==> src/rtl/if_fetch_pkg.sv <==
// Shared types and constants for the instruction-fetch stage.
//   if_state_e : fetch sequencer states
//   INST_W     : instruction width
//   put_byte   : replace one little-endian byte lane of a 32-bit word
package if_fetch_pkg;

  typedef enum logic [1:0] {
    IF_FETCH = 2'd0,
    IF_WAIT  = 2'd1,
    IF_DRAIN = 2'd2,
    IF_HOLD  = 2'd3
  } if_state_e;

  localparam logic [31:0] RESET_PC_DEF = 32'h0000_0000;
  localparam int unsigned INST_W       = 32;

  function automatic logic [INST_W-1:0] put_byte(input logic [INST_W-1:0] word,
                                                 input logic [1:0]        lane,
                                                 input logic [7:0]        b);
    logic [INST_W-1:0] w;
    w = word;
    for (int unsigned i = 0; i < 4; i++) begin
      if (lane == 2'(i)) w[8*i +: 8] = b;
    end
    return w;
  endfunction

endpackage

==> src/rtl/if_fetch_if.sv <==
// Bus bundle of the fetch stage: 8-bit memory read port plus the
// valid/stall handshake towards decode.
//   master : fetch side (drives mem_req/mem_addr and if_valid/if_pc/if_inst)
//   slave  : memory + decode side (drives mem_rvalid/mem_rdata and stall_i)
interface if_fetch_if #(
  parameter int unsigned ADDR_W = 32
);
  import if_fetch_pkg::*;

  logic              mem_req;
  logic [ADDR_W-1:0] mem_addr;
  logic              mem_rvalid;
  logic [7:0]        mem_rdata;

  logic              stall_i;
  logic              if_valid;
  logic [ADDR_W-1:0] if_pc;
  logic [INST_W-1:0] if_inst;

  modport master (
    output mem_req, mem_addr, if_valid, if_pc, if_inst,
    input  mem_rvalid, mem_rdata, stall_i
  );

  modport slave (
    input  mem_req, mem_addr, if_valid, if_pc, if_inst,
    output mem_rvalid, mem_rdata, stall_i
  );

endinterface

==> src/rtl/if_fetch.sv <==
// Instruction-fetch stage. Owns the fetch PC, assembles each instruction
// from four little-endian byte reads and presents it to decode with a
// valid/stall handshake. A one-cycle br_en pulse redirects fetch.
// Ports:
//   clk, rst   clock, asynchronous active-high reset
//   br_en      redirect pulse (priority over everything else)
//   br_target  redirect PC, taken as-is
//   bus        if_fetch_if.master: mem_req/mem_addr/mem_rvalid/mem_rdata,
//              stall_i/if_valid/if_pc/if_inst
module if_fetch
  import if_fetch_pkg::*;
#(
  parameter int unsigned       ADDR_W   = 32,
  parameter logic [ADDR_W-1:0] RESET_PC = ADDR_W'(RESET_PC_DEF)
) (
  input  logic              clk,
  input  logic              rst,
  input  logic              br_en,
  input  logic [ADDR_W-1:0] br_target,
  if_fetch_if.master        bus
);

  if_state_e         state;
  logic [ADDR_W-1:0] pc;
  logic [1:0]        cnt;
  logic [INST_W-1:0] inst;
  logic              valid_q;
  logic              armed;   // low from reset until the first clock edge after release
  logic              req;

  assign req          = armed && (state == IF_FETCH) && !br_en;
  assign bus.mem_req  = req;
  assign bus.mem_addr = pc + ADDR_W'(cnt);
  assign bus.if_valid = valid_q;
  assign bus.if_pc    = pc;
  assign bus.if_inst  = inst;

  always_ff @(posedge clk or posedge rst) begin
    if (rst) begin
      state   <= IF_FETCH;
      pc      <= RESET_PC;
      cnt     <= '0;
      inst    <= '0;
      valid_q <= 1'b0;
      armed   <= 1'b0;
    end else begin
      armed <= 1'b1;
      if (br_en) begin
        pc      <= br_target;
        cnt     <= '0;
        valid_q <= 1'b0;
        case (state)
          IF_FETCH: state <= IF_FETCH;
          IF_WAIT:  state <= bus.mem_rvalid ? IF_FETCH : IF_DRAIN;
          // A response arriving together with a redirect in DRAIN is the
          // one being drained, so it also ends the drain.
          IF_DRAIN: state <= bus.mem_rvalid ? IF_FETCH : IF_DRAIN;
          IF_HOLD:  state <= IF_FETCH;
          default:  state <= IF_FETCH;
        endcase
      end else begin
        case (state)
          IF_FETCH: begin
            if (req) state <= IF_WAIT;
          end
          IF_WAIT: begin
            if (bus.mem_rvalid) begin
              inst <= put_byte(inst, cnt, bus.mem_rdata);
              if (cnt == 2'd3) begin
                state   <= IF_HOLD;
                valid_q <= 1'b1;
              end else begin
                cnt   <= cnt + 2'd1;
                state <= IF_FETCH;
              end
            end
          end
          IF_DRAIN: begin
            if (bus.mem_rvalid) begin
              cnt   <= '0;
              state <= IF_FETCH;
            end
          end
          IF_HOLD: begin
            if (!bus.stall_i) begin
              pc      <= pc + ADDR_W'(4);
              cnt     <= '0;
              valid_q <= 1'b0;
              state   <= IF_FETCH;
            end
          end
          default: state <= IF_FETCH;
        endcase
      end
    end
  end

  // A read response is only legal while one is outstanding.
  a_no_stray_rvalid: assert property (@(posedge clk) disable iff (rst)
    !(bus.mem_rvalid && (state == IF_FETCH || state == IF_HOLD)));

endmodule
==> src/flat_wrapper.sv <==
// flat-port wrapper written by rule: the top's interface ports become plain ports
module if_fetch_flat import if_fetch_pkg::*;
#(
  parameter int unsigned       ADDR_W   = 32,
  parameter logic [ADDR_W-1:0] RESET_PC = ADDR_W'(RESET_PC_DEF)
)
  (clk, rst, br_en, br_target, bus_mem_req, bus_mem_addr, bus_if_valid, bus_if_pc, bus_if_inst, bus_mem_rvalid, bus_mem_rdata, bus_stall_i);
  if_fetch_if #(.ADDR_W(ADDR_W)) bus_i ();
  input  logic clk;
  input  logic rst;
  input  logic br_en;
  input  logic [ADDR_W-1:0] br_target;
  output wire logic [$bits(bus_i.mem_req)-1:0] bus_mem_req;
  output wire logic [$bits(bus_i.mem_addr)-1:0] bus_mem_addr;
  output wire logic [$bits(bus_i.if_valid)-1:0] bus_if_valid;
  output wire logic [$bits(bus_i.if_pc)-1:0] bus_if_pc;
  output wire logic [$bits(bus_i.if_inst)-1:0] bus_if_inst;
  input wire logic [$bits(bus_i.mem_rvalid)-1:0] bus_mem_rvalid;
  input wire logic [$bits(bus_i.mem_rdata)-1:0] bus_mem_rdata;
  input wire logic [$bits(bus_i.stall_i)-1:0] bus_stall_i;
  assign bus_mem_req = bus_i.mem_req;
  assign bus_mem_addr = bus_i.mem_addr;
  assign bus_if_valid = bus_i.if_valid;
  assign bus_if_pc = bus_i.if_pc;
  assign bus_if_inst = bus_i.if_inst;
  assign bus_i.mem_rvalid = bus_mem_rvalid;
  assign bus_i.mem_rdata = bus_mem_rdata;
  assign bus_i.stall_i = bus_stall_i;
  if_fetch #(.ADDR_W(ADDR_W), .RESET_PC(RESET_PC)) u_core (.clk(clk), .rst(rst), .br_en(br_en), .br_target(br_target), .bus(bus_i));
endmodule
==> config.mk <==
export PLATFORM = sky130hd
export DESIGN_NAME = if_fetch_flat
export DESIGN_NICKNAME = d
export VERILOG_FILES = /design/src/rtl/if_fetch_pkg.sv /design/src/rtl/if_fetch_if.sv /design/src/rtl/if_fetch.sv /design/src/flat_wrapper.sv
export SDC_FILE = /design/constraint.sdc
export NUM_CORES = 1
export LEC_CHECK = 0
export ABC_AREA = 1
export CORE_UTILIZATION = 45
export DETAILED_ROUTE_END_ITERATION = 12
export GPL_ROUTABILITY_DRIVEN = 0
export PLACE_DENSITY = 0.78
export RECOVER_POWER = 100
export SYNTH_ARGS = -nofsm -noshare
export SYNTH_HDL_FRONTEND = slang
export SYNTH_SLANG_ARGS = --single-unit
==> constraint.sdc <==
create_clock -name clk -period 3.1 [get_ports clk]
set_clock_uncertainty 0.15 [all_clocks]
set_input_delay 0.93 -clock clk [delete_from_list [all_inputs] [get_ports clk]]
set_output_delay 0.93 -clock clk [all_outputs]
set_load 0.02 [all_outputs]
# Word-level counts from Yosys, hierarchy flattened
# Index checks and enable logic that the tools add are counted.
# word_totals
ff_bits	70
wordCells	65
input_bits	45
# op_classes
n_reduce_logical	18
n_eq_ne	13
n_bitwise	1
mux	21
add_sub_neg	3
# ops
cell	n
$mux W32	3
$add A32 B2 Y32	1
$add A32 B3 Y32 const B	1
$reduce_and A4 Y1	6
$mux W2	10
$ne A3 B3 Y1 const B	5
$eq A2 B2 Y1 const B	4
$pmux W2 S4	1
$pmux W2 S3	1
$reduce_and A5 Y1	1
$eq A2 B1 Y1 const B	2
$logic_not A2 Y1	2
$mux W1	4
$pmux W2 S2	1
$reduce_bool A4 Y1	1
$reduce_or A2 Y1	2
$ne A3 B2 Y1 const B	1
$reduce_bool A3 Y1	1
$add A2 B1 Y2 const B	1
$logic_and A1 B1 Y1	2
$ne A2 B2 Y1 const B	1
$pmux W1 S2	1
$reduce_and A2 Y1	1
$reduce_bool A2 Y1	1
other kinds (2)	2

# Logic depth before layout (Yosys ltp)
# Gate-level depths: netlist (run 1).
# depth
ltp_word	6
mapped_depth	10
depth_no_buf	10

# Worst setup path before layout (run 1)
# Ideal clock, no wire load.
# synth_timing
path_type	reg2out
start	register u_core.pc[0] (netlist: u_core.bus.if_pc[0])
end	output bus_mem_addr[22]
stages_incl_launch_ff	10
slack_ns	-0.218
arrival_time_ns	2.238
required_ns	2.020
cell_sequence	dfrtp_1 ha_1 inv_1 fa_1 clkbuf_1 nor3_1 nand2_1 nor2_1 nand2_1 xor2_1
# synth_between
elab_chain_len	1
# synth_lines
element	line	text
start, declared	if_fetch.sv:24	logic [ADDR_W-1:0] pc;
start signal, assigned	if_fetch.sv:49	pc <= br_target;
start signal, assigned	if_fetch.sv:86	pc <= pc + ADDR_W'(4);
$add A32 B2 Y32	if_fetch.sv:33	assign bus.mem_addr = pc + ADDR_W'(cnt);
end, declared	flat_wrapper.sv:14	output wire logic [$bits(bus_i.mem_addr)-1:0] bus_mem_addr;
# Every way passes these cells.

# Worst setup path in the final report (run 1)
# layout_timing
start	register u_core.cnt[0]
end	output bus_mem_addr[10]
# layout_between
elab_chain_len	1
# layout_lines
element	line	text
start, declared	if_fetch.sv:25	logic [1:0] cnt;
start signal, assigned	if_fetch.sv:73	cnt <= cnt + 2'd1;
$add A32 B2 Y32	if_fetch.sv:33	
# Every way passes these cells.

==> metrics.md, run 1 <==
| Metric | Value |
|---|---|
| Status | complete, but fails checks |
| Failing checks | max-capacitance violations, max-slew violations, negative setup slack |
| Synth Cell Area | 4420 µm² |
| Gr ovfl total | 0 |
| Vias/cell | 5.09 |
| Cell Count, Final, Fillers Out | 991 |
| Hold Path Origin | u_core.bus.if_inst[21]$_DFFE_PP0P_ |
| Largest net degree at the start of global routing | 71 |
| Endpoints failing setup | 9 |
| Antenna-violating nets left | 0 |
| PnR worst setup slack | -0.111 ns |
| DP HPWL | 10.4 mm |
| Post-Place Cell Area | 6510 µm² |
| Clock Pin Slew Worst Setup and Hold Paths | 0.09 ns |
| Combinational family with the most area after synthesis | simple AND/OR/NAND/NOR gates |
| Hold Vio Cnt, Final | 0 |
| Multiplexer share of the synthesized area | 0% |
| Longest Clk Path Bufs | 2 |
| Synth Area in Adders | 3.57% |
| Root Buffer | clkbuf_8 |
| Crit Path Class | reg2out |
| Max-Cap Viols | 1 |
| DR pass1 iterations | 5 |
| Commonest cells after routing, fill and taps aside | nand2_1 (181), buf_4 (89), inv_1 (69), dfrtp_1 (69), nor2_1 (68) |
| H-tree depth | 3 |
| IO Pins | 143 |
| Cts bufs inserted | 9 |
| Hold WC Path Type | reg2reg |
| Complex-gate fraction of the synthesized area | 10.9% |
| Rows | 35 |
| CORE AREA | 9370 µm² |
| Critical path capture point type | output pin |
| Commonest non-fill, non-tap cell in the layout | nand2_1 |
| Skew-Pair Late Insertion Delay | 0.34 ns |
| Wire per inst | 15.0 µm |
| Final Cycle Share | 104% |
| Via Count | 5043 |
| Fillers | 747 |
| Final Max Tran Viols | 71 |
| Synth-to-layout area growth | 56.5% |
| Die Ht | 101 µm |
| All-Layer GR Usage | 28.8% |
| Worst Path Max Fanout | 3 |
| Mapped Cells | 638 |
| Synth Area in Simple Gates | 31.8% |
| Post-layout minimum cycle time | 3.21 ns |
| ANT cells | 0 |
| PwrDens | 622 nW/µm² |
| TritonCTS clock tree | done |
| Hold_buf cts | 0 |
| First DRT Iteration DRCs | 327 |
| Peak Freq | 311 MHz |
| DIE AREA | 10200 µm² |
| Crit start category | flop |
| Synth Net Count | 695 |
| Xor-xnor portion of the synthesized cell area | 5.74% |
| Crit. Startpoint | u_core.cnt[0]$_DFFE_PP0P_ |
| Worst EP arrival | 2.13 ns |
| Peak VDD IR | 0.544 mV |
| Yosys warns | 0 |
| Finished Core Util | 73.8% |
| Worst slack at placement | -0.338 ns |
| Reg-to-Reg Start | u_core.bus.if_pc[6]$_DFFE_PP0N_ |
| Final layout net count | 914 |
| Design area | 6920 µm² |
| Hold WS | 0.335 ns |
| M1 wire length | 5.86 mm |
| DIE WIDTH | 101 µm |
| Clock sinks | 70 |
| Max Used Layer | met4 |
| #FFs+latches synth | 70 |
| Total Routed Length | 14.8 mm |
| RSZ-0062 raised after global routing | true |
| Vias in the first global route | 5007 |
| Placed Cells | 963 |
| PortBufs | 142 |
| Layout cell share with drive strength beyond 1 | 21.6% |
| Pleak | 3.48 nW |
| Starting Density | 47.2% |
| Crit path required time | 2.02 ns |
| Rel. slew slack | -18.1% |
| First-pass GRT wire length | 23.1 mm |
| Netlist cell types | 30 |
| Initial antenna violation count | 0 |
| DRC viols | 0 |
| Met3 wire len | 1.35 mm |
| Routed wl met2 | 7.38 mm |
| Worst-Margin Slew | 1.77 ns |
| Register area share after synthesis | 39.6% |
| Syn Area/Cell | 6.93 µm² |
-- routing by layer --
metal | track usage [%] | vias up
met5 | 0 | -
met2 | 50.3 | 278
met3 | 7.00 | 27
li1 | - | 2431
met4 | 8.47 | 0
met1 | 35.4 | 2307
-- registers in the layout, indices dropped and copies added, names as in the netlist --
name / flops
u_core.cnt: 2
u_core.bus.if_inst: 32
u_core.state: 2
u_core.bus.if_valid: 1
u_core.bus.if_pc: 32
u_core.armed: 1
-- per-stage QoR --
step | setup TNS [ns] | total power [mW]
after detailed placement | -5.94 | 3.62
after global placement | -5.04 | 3.56
final | -0.325 | 4.30
after CTS | -0.639 | 4.35
after global routing | -2.00 | 4.57
after floorplan | 0 | 2.47
-- Yosys cell counts --
library cell / n / area [µm²]
nand2_1: 190 / 713
nor2_1: 81 / 304
inv_1: 73 / 274
dfrtp_1: 70 / 1750
o21ai_0: 67 / 335
nand3_1: 39 / 195
xor2_1: 28 / 245
a21oi_1: 18 / 90.1
ha_1: 11 / 138
clkbuf_1: 10 / 37.5
nand2_2: 8 / 50.1
buf_2: 6 / 30.0
nor2_2: 5 / 31.3
nor3_1: 5 / 25.0
inv_2: 4 / 15.0
buf_1: 3 / 11.3
nor2_4: 3 / 33.8
o22ai_1: 3 / 18.8
nand3b_1: 2 / 15.0
nand4_1: 2 / 12.5
a22o_1: 1 / 8.76
a22oi_1: 1 / 7.51
a31oi_1: 1 / 6.26
and2_1: 1 / 6.26
conb_1: 1 / 3.75
fa_1: 1 / 20.0
nor2_8: 1 / 20.0
o21ai_1: 1 / 5.00
o311ai_0: 1 / 8.76
xnor2_1: 1 / 8.76
-- final timing paths --
path,cells after the start,endpoint,slack (ns)
max in group asynchronous,3,u_core.bus.if_pc[0]$_DFFE_PP0P_,0.26
max reg2reg,10,u_core.bus.if_pc[30]$_DFFE_PP0N_,1.12
min,2,u_core.bus.if_inst[21]$_DFFE_PP0P_,0.34
max,9,bus_mem_addr[10],-0.11
min in group asynchronous,3,u_core.bus.if_inst[28]$_DFFE_PP0P_,1.37
min reg2reg,2,u_core.bus.if_inst[21]$_DFFE_PP0P_,0.34
-- repair_timing --
item                       in CTS  in global routing
gates resized for setup       143                 58
buffers inserted                6                 10
setup endpoints to repair      32                 30
pin swaps                      12                 16
hold endpoints to repair        0                  0
-- final cells by class --
cell class,instances,area [µm²],share of cell area (%)
clock inverter,7,62.6,0.904
timing repair buffer,227,1980,28.6
clock buffer,9,124,1.79
inverter,77,292,4.21
tap,129,161,2.33
sequential,70,1750,25.3
multi-input combinational,472,2550,36.8
-- where the power goes --
part	internal [mW]	total [mW]	switching [mW]
clock	0.307	0.709	0.402
sequential	1.19	1.39	0.199
combinational	0.938	2.20	1.27
total	2.44	4.30	1.87
-- worst max-delay path, cell delays in order (launching register included) --
cell and delay, ns:
dfrtp_1 0.40, ha_4 0.15, inv_2 0.03, fa_2 0.38
nor3_4 0.16, nand2_2 0.12, buf_4 0.16, buf_6 0.10
xor2_1 0.13, buf_4 0.15
-- cell families (layout without fill, tap and decap cells) --
logic type      Yosys count  count (layout)
simple gates            337             337
buf+inv                  96             320
compound gates           93              93
flops                    70              70
xor+xnor                 29              29
fa+ha+maj                12              12
other cells               1               1
Note: power is estimated with default switching activity, not from simulation.
==> inputs of run 2 (changes only) <==
--- a/config.mk
+++ b/config.mk
@@ -8,2 +8,3 @@
 export ABC_AREA = 1
+export CORE_MARGIN = 2
 export CORE_UTILIZATION = 45
@@ -11,2 +12,3 @@
 export GPL_ROUTABILITY_DRIVEN = 0
+export GPL_TIMING_DRIVEN = 0
 export PLACE_DENSITY = 0.78
==> constraint.sdc (replaced) <==
create_clock -name clk -period 3.1 [get_ports clk]
set_clock_uncertainty 0.15 [all_clocks]
set_input_delay 0.31 -clock clk [delete_from_list [all_inputs] [get_ports clk]]
set_output_delay 0.31 -clock clk [all_outputs]
set_load 0.02 [all_outputs]
==> run 2 against run 1 <==
Against the previous run:
- the flow now finishes without violations
- clock power up 3.0%
- register-to-register slack worse by 0.26 ns
- sequential share of layout area up 2.8 points
- routed wire length down 4.6%
- worst setup slack better by 0.18 ns
- fmax up 6.1%
- first-iteration DRC count down 25%
- global-route usage down 1.5 points
- critical path depth unchanged
- highest routed layer unchanged
==> metrics.md, run 2 (synthesis results as in run 1) <==
| Metric | Value |
|---|---|
| Status | finished clean (was complete, but fails checks) |
| TritonCTS clock tree | done (unchanged) |
| DIE AREA | 10600 µm² (was 10200 µm²) |
| Hold WS | 0.333 ns (was 0.335 ns) |
| Crit-path max cell delay | 0.62 ns (was 0.40 ns) |
| Most common cell on crit path | nand2_1 (was buf_4) |
| Wire per inst | 15.2 µm (was 15.0 µm) |
| Synth-to-layout area growth | 41.2% (was 56.5%) |
| Pleak | 3.03 nW (was 3.48 nW) |
| Crit path required time | 2.64 ns (was 2.02 ns) |
| DP HPWL | 10.4 mm (about the same) |
| Worst EP arrival | 2.57 ns (was 2.13 ns) |
| DR pass1 iterations | 6 (was 5) |
| Hold Path Sink | u_core.bus.if_inst[14]$_DFFE_PP0P_ (was u_core.bus.if_inst[21]$_DFFE_PP0P_) |
| Hold Path Depth | 2 (unchanged) |
| Total Routed Length | 14.2 mm (was 14.8 mm) |
| Max-Cap Viols | 0 (was 1) |
| Post-layout minimum cycle time | 3.03 ns (was 3.21 ns) |
| Hold_buf cts | 0 (unchanged) |
| Worst R2R End | u_core.bus.if_inst[2]$_DFFE_PP0P_ (was u_core.bus.if_pc[30]$_DFFE_PP0N_) |
| Vias in the first global route | 4550 (was 5007) |
| Layout cell share with drive strength beyond 1 | 6.24% (was 21.6%) |
| Via Count | 4802 (was 5043) |
| Clock power share | 17.9% (was 16.5%) |
| Rows | 36 (was 35) |
| Comb pwr share | 47.2% (was 51.2%) |
| Endpoints failing setup | 0 (was 9) |
| Cts bufs inserted | 9 (unchanged) |
| IO Pins | 143 (unchanged) |
| First DRT Iteration DRCs | 245 (was 327) |
| Antenna-violating nets left | 0 (unchanged) |
| Root Buffer | clkbuf_8 (unchanged) |
| CP max stage cell | clkdlybuf4s50_1 (was dfrtp_1) |
| First-pass GRT wire length | 22.2 mm (was 23.1 mm) |
| DRC viols | 0 (unchanged) |
| PortBufs | 142 (unchanged) |
| All-Layer GR Usage | 27.3% (was 28.8%) |
| FF-to-FF setup slack | 0.86 ns (was 1.12 ns) |
| Vias/cell | 5.14 (was 5.09) |
| Initial antenna violation count | 0 (unchanged) |
| Commonest cells after routing, fill and taps aside | nand2_1 (190), nor2_1 (83), dlygate4sd3_1 (76), inv_1 (74) (was nand2_1 (181), buf_4 (89), inv_1 (69), dfrtp_1 (69), nor2_1 (68)) |
| Crit start category | flop (unchanged) |
| Crit-path cells | nand2_1 -> nor2_4 -> nand2_2 -> inv_2 -> nand2_1 -> nor2_1 -> nand2_1 -> xor2_1 -> clkdlybuf4s50_1 (was ha_4 -> inv_2 -> fa_2 -> nor3_4 -> nand2_2 -> buf_4 -> buf_6 -> xor2_1 -> buf_4) |
| Rel. slew slack | 1.23% (was -18.1%) |
| Crit Path Class | reg2out (unchanged) |
| Worst reg-to-reg path cell count | 7 (was 10) |
| Gr ovfl total | 0 (unchanged) |
| DIE WIDTH | 103 µm (was 101 µm) |
| Clock sinks | 70 (unchanged) |
| H-tree depth | 3 (unchanged) |
| Final layout net count | 853 (was 914) |
| PwrDens | 655 nW/µm² (was 622 nW/µm²) |
| Net Sw Power | 1.79 mW (was 1.87 mW) |
| CORE AREA | 9640 µm² (was 9370 µm²) |
| Hold WC Path Type | reg2reg (unchanged) |
| Clock Pin Slew Worst Setup and Hold Paths | 0.09 ns (about the same) |
| Largest net degree at the start of global routing | 71 (unchanged) |
| CP delay by family, top | simple AND/OR/NAND/NOR gates (was adder cells) |
| Hold Path Origin | u_core.bus.if_inst[14]$_DFFE_PP0P_ (was u_core.bus.if_inst[21]$_DFFE_PP0P_) |
| Worst path bufs/invs | 2 (was 4) |
| Starting Density | 45.9% (was 47.2%) |
| Crit. Startpoint | u_core.bus.if_pc[4]$_DFFE_PP0N_ (was u_core.cnt[0]$_DFFE_PP0P_) |
| Finished Core Util | 64.8% (was 73.8%) |
| Critical path capture point type | output pin (unchanged) |
| Reg-to-Reg Start | u_core.state[1]$_DFFE_PP0P_ (was u_core.bus.if_pc[6]$_DFFE_PP0N_) |
| Die Ht | 103 µm (was 101 µm) |
| Commonest non-fill, non-tap cell in the layout | nand2_1 (unchanged) |
| Net switching share of the total power | 43.8% (was 43.4%) |
| Worst Path Max Fanout | 6 (was 3) |
| Peak VDD IR | 0.467 mV (was 0.544 mV) |
| Hold Vio Cnt, Final | 0 (unchanged) |
| Final Max Tran Viols | 0 (was 71) |
| Peak Freq | 330 MHz (was 311 MHz) |
| Final Cycle Share | 97.6% (was 104%) |
| Worst-Margin Slew | 1.48 ns (was 1.77 ns) |
| Skew-Pair Late Insertion Delay | 0.36 ns (was 0.34 ns) |
| Sequential Power Share | 34.9% (was 32.3%) |
| Longest Clk Path Bufs | 2 (unchanged) |
| Internal power | 2.30 mW (was 2.44 mW) |
| ANT cells | 0 (unchanged) |
[run 2: cell types whose count changed in the layout (fill, tap and decap cells not counted), moves of 10 or more]
cell / delta
nor2_1: +15
buf_6: -10
clkbuf_1: +12
buf_4: -84
dlygate4sd3_1: +10
[run 2: power by group through the flow]
stage,logic [mW],clock network [mW],registers [mW]
2_1_floorplan,0.736,0,1.73
3_3_place_gp,1.97,0,1.43
3_5_place_dp,2.01,0,1.45
4_1_cts,2.03,0.738,1.44
5_1_grt,2.11,0.778,1.47
6_report,1.93,0.730,1.43
[run 2: final cells by class]
| cell class | instances | area, µm² |
|---|---|---|
| fillers | 882 | 3400 |
| multi-input cells | 472 | 2340 |
| flip-flops and latches | 70 | 1750 |
| repair buffers | 148 | 1440 |
| inverters | 77 | 289 |
| well taps | 133 | 166 |
| clock buffers | 9 | 124 |
| plain buffers | 18 | 72.6 |
| clock inverters | 7 | 62.6 |
[run 2: timing repair]
action                     4_1_cts  5_1_grt
resized for setup               26       10
setup endpoints to repair       26       13
setup buffers                    2        4
gates cloned                     0        0
pin swaps                        1        3
[run 2: how the worst max path moves through the flow]
stage,endpoint,slack (ns),cells after the start
after global placement,u_core.armed$_DFF_PP0_,-0.40,2
after global routing,bus_mem_addr[19],-0.004,7
after CTS,bus_mem_addr[22],-0.04,9
final,bus_mem_addr[27],0.07,9
after floorplan,bus_mem_addr[22],0.40,9
after detailed placement,bus_mem_addr[22],-0.43,10
[run 2: routing by layer]
layer  global-route usage (%)  vias up  wire [µm]
li1                         -     2320          -
met1                     33.2     2207       5570
met2                     45.1      240       6710
met3                     8.54       35       1520
met4                     11.4        0        363
met5                        0        -          0
[run 2: through the flow]
step                       TNS, ns  power [mW]  setup WS [ns]  instance area (µm²)  std cells
final                            0        4.09         0.0732                 6240        934
after global routing      -0.00417        4.36       -0.00417                 6240        934
after CTS                  -0.0425        4.20        -0.0425                 6240        930
after detailed placement     -1.04        3.46         -0.428                 6010        913
after global placement      -28.74        3.40         -0.401                 6010        913
after floorplan                  0        2.46          0.402                 4420        638
[run 2: tightest hold or removal path, stage by stage (launching register included)]
cell and delay [ns]:
dfrtp_1 0.35, nand2_1 0.05, o21ai_0 0.06
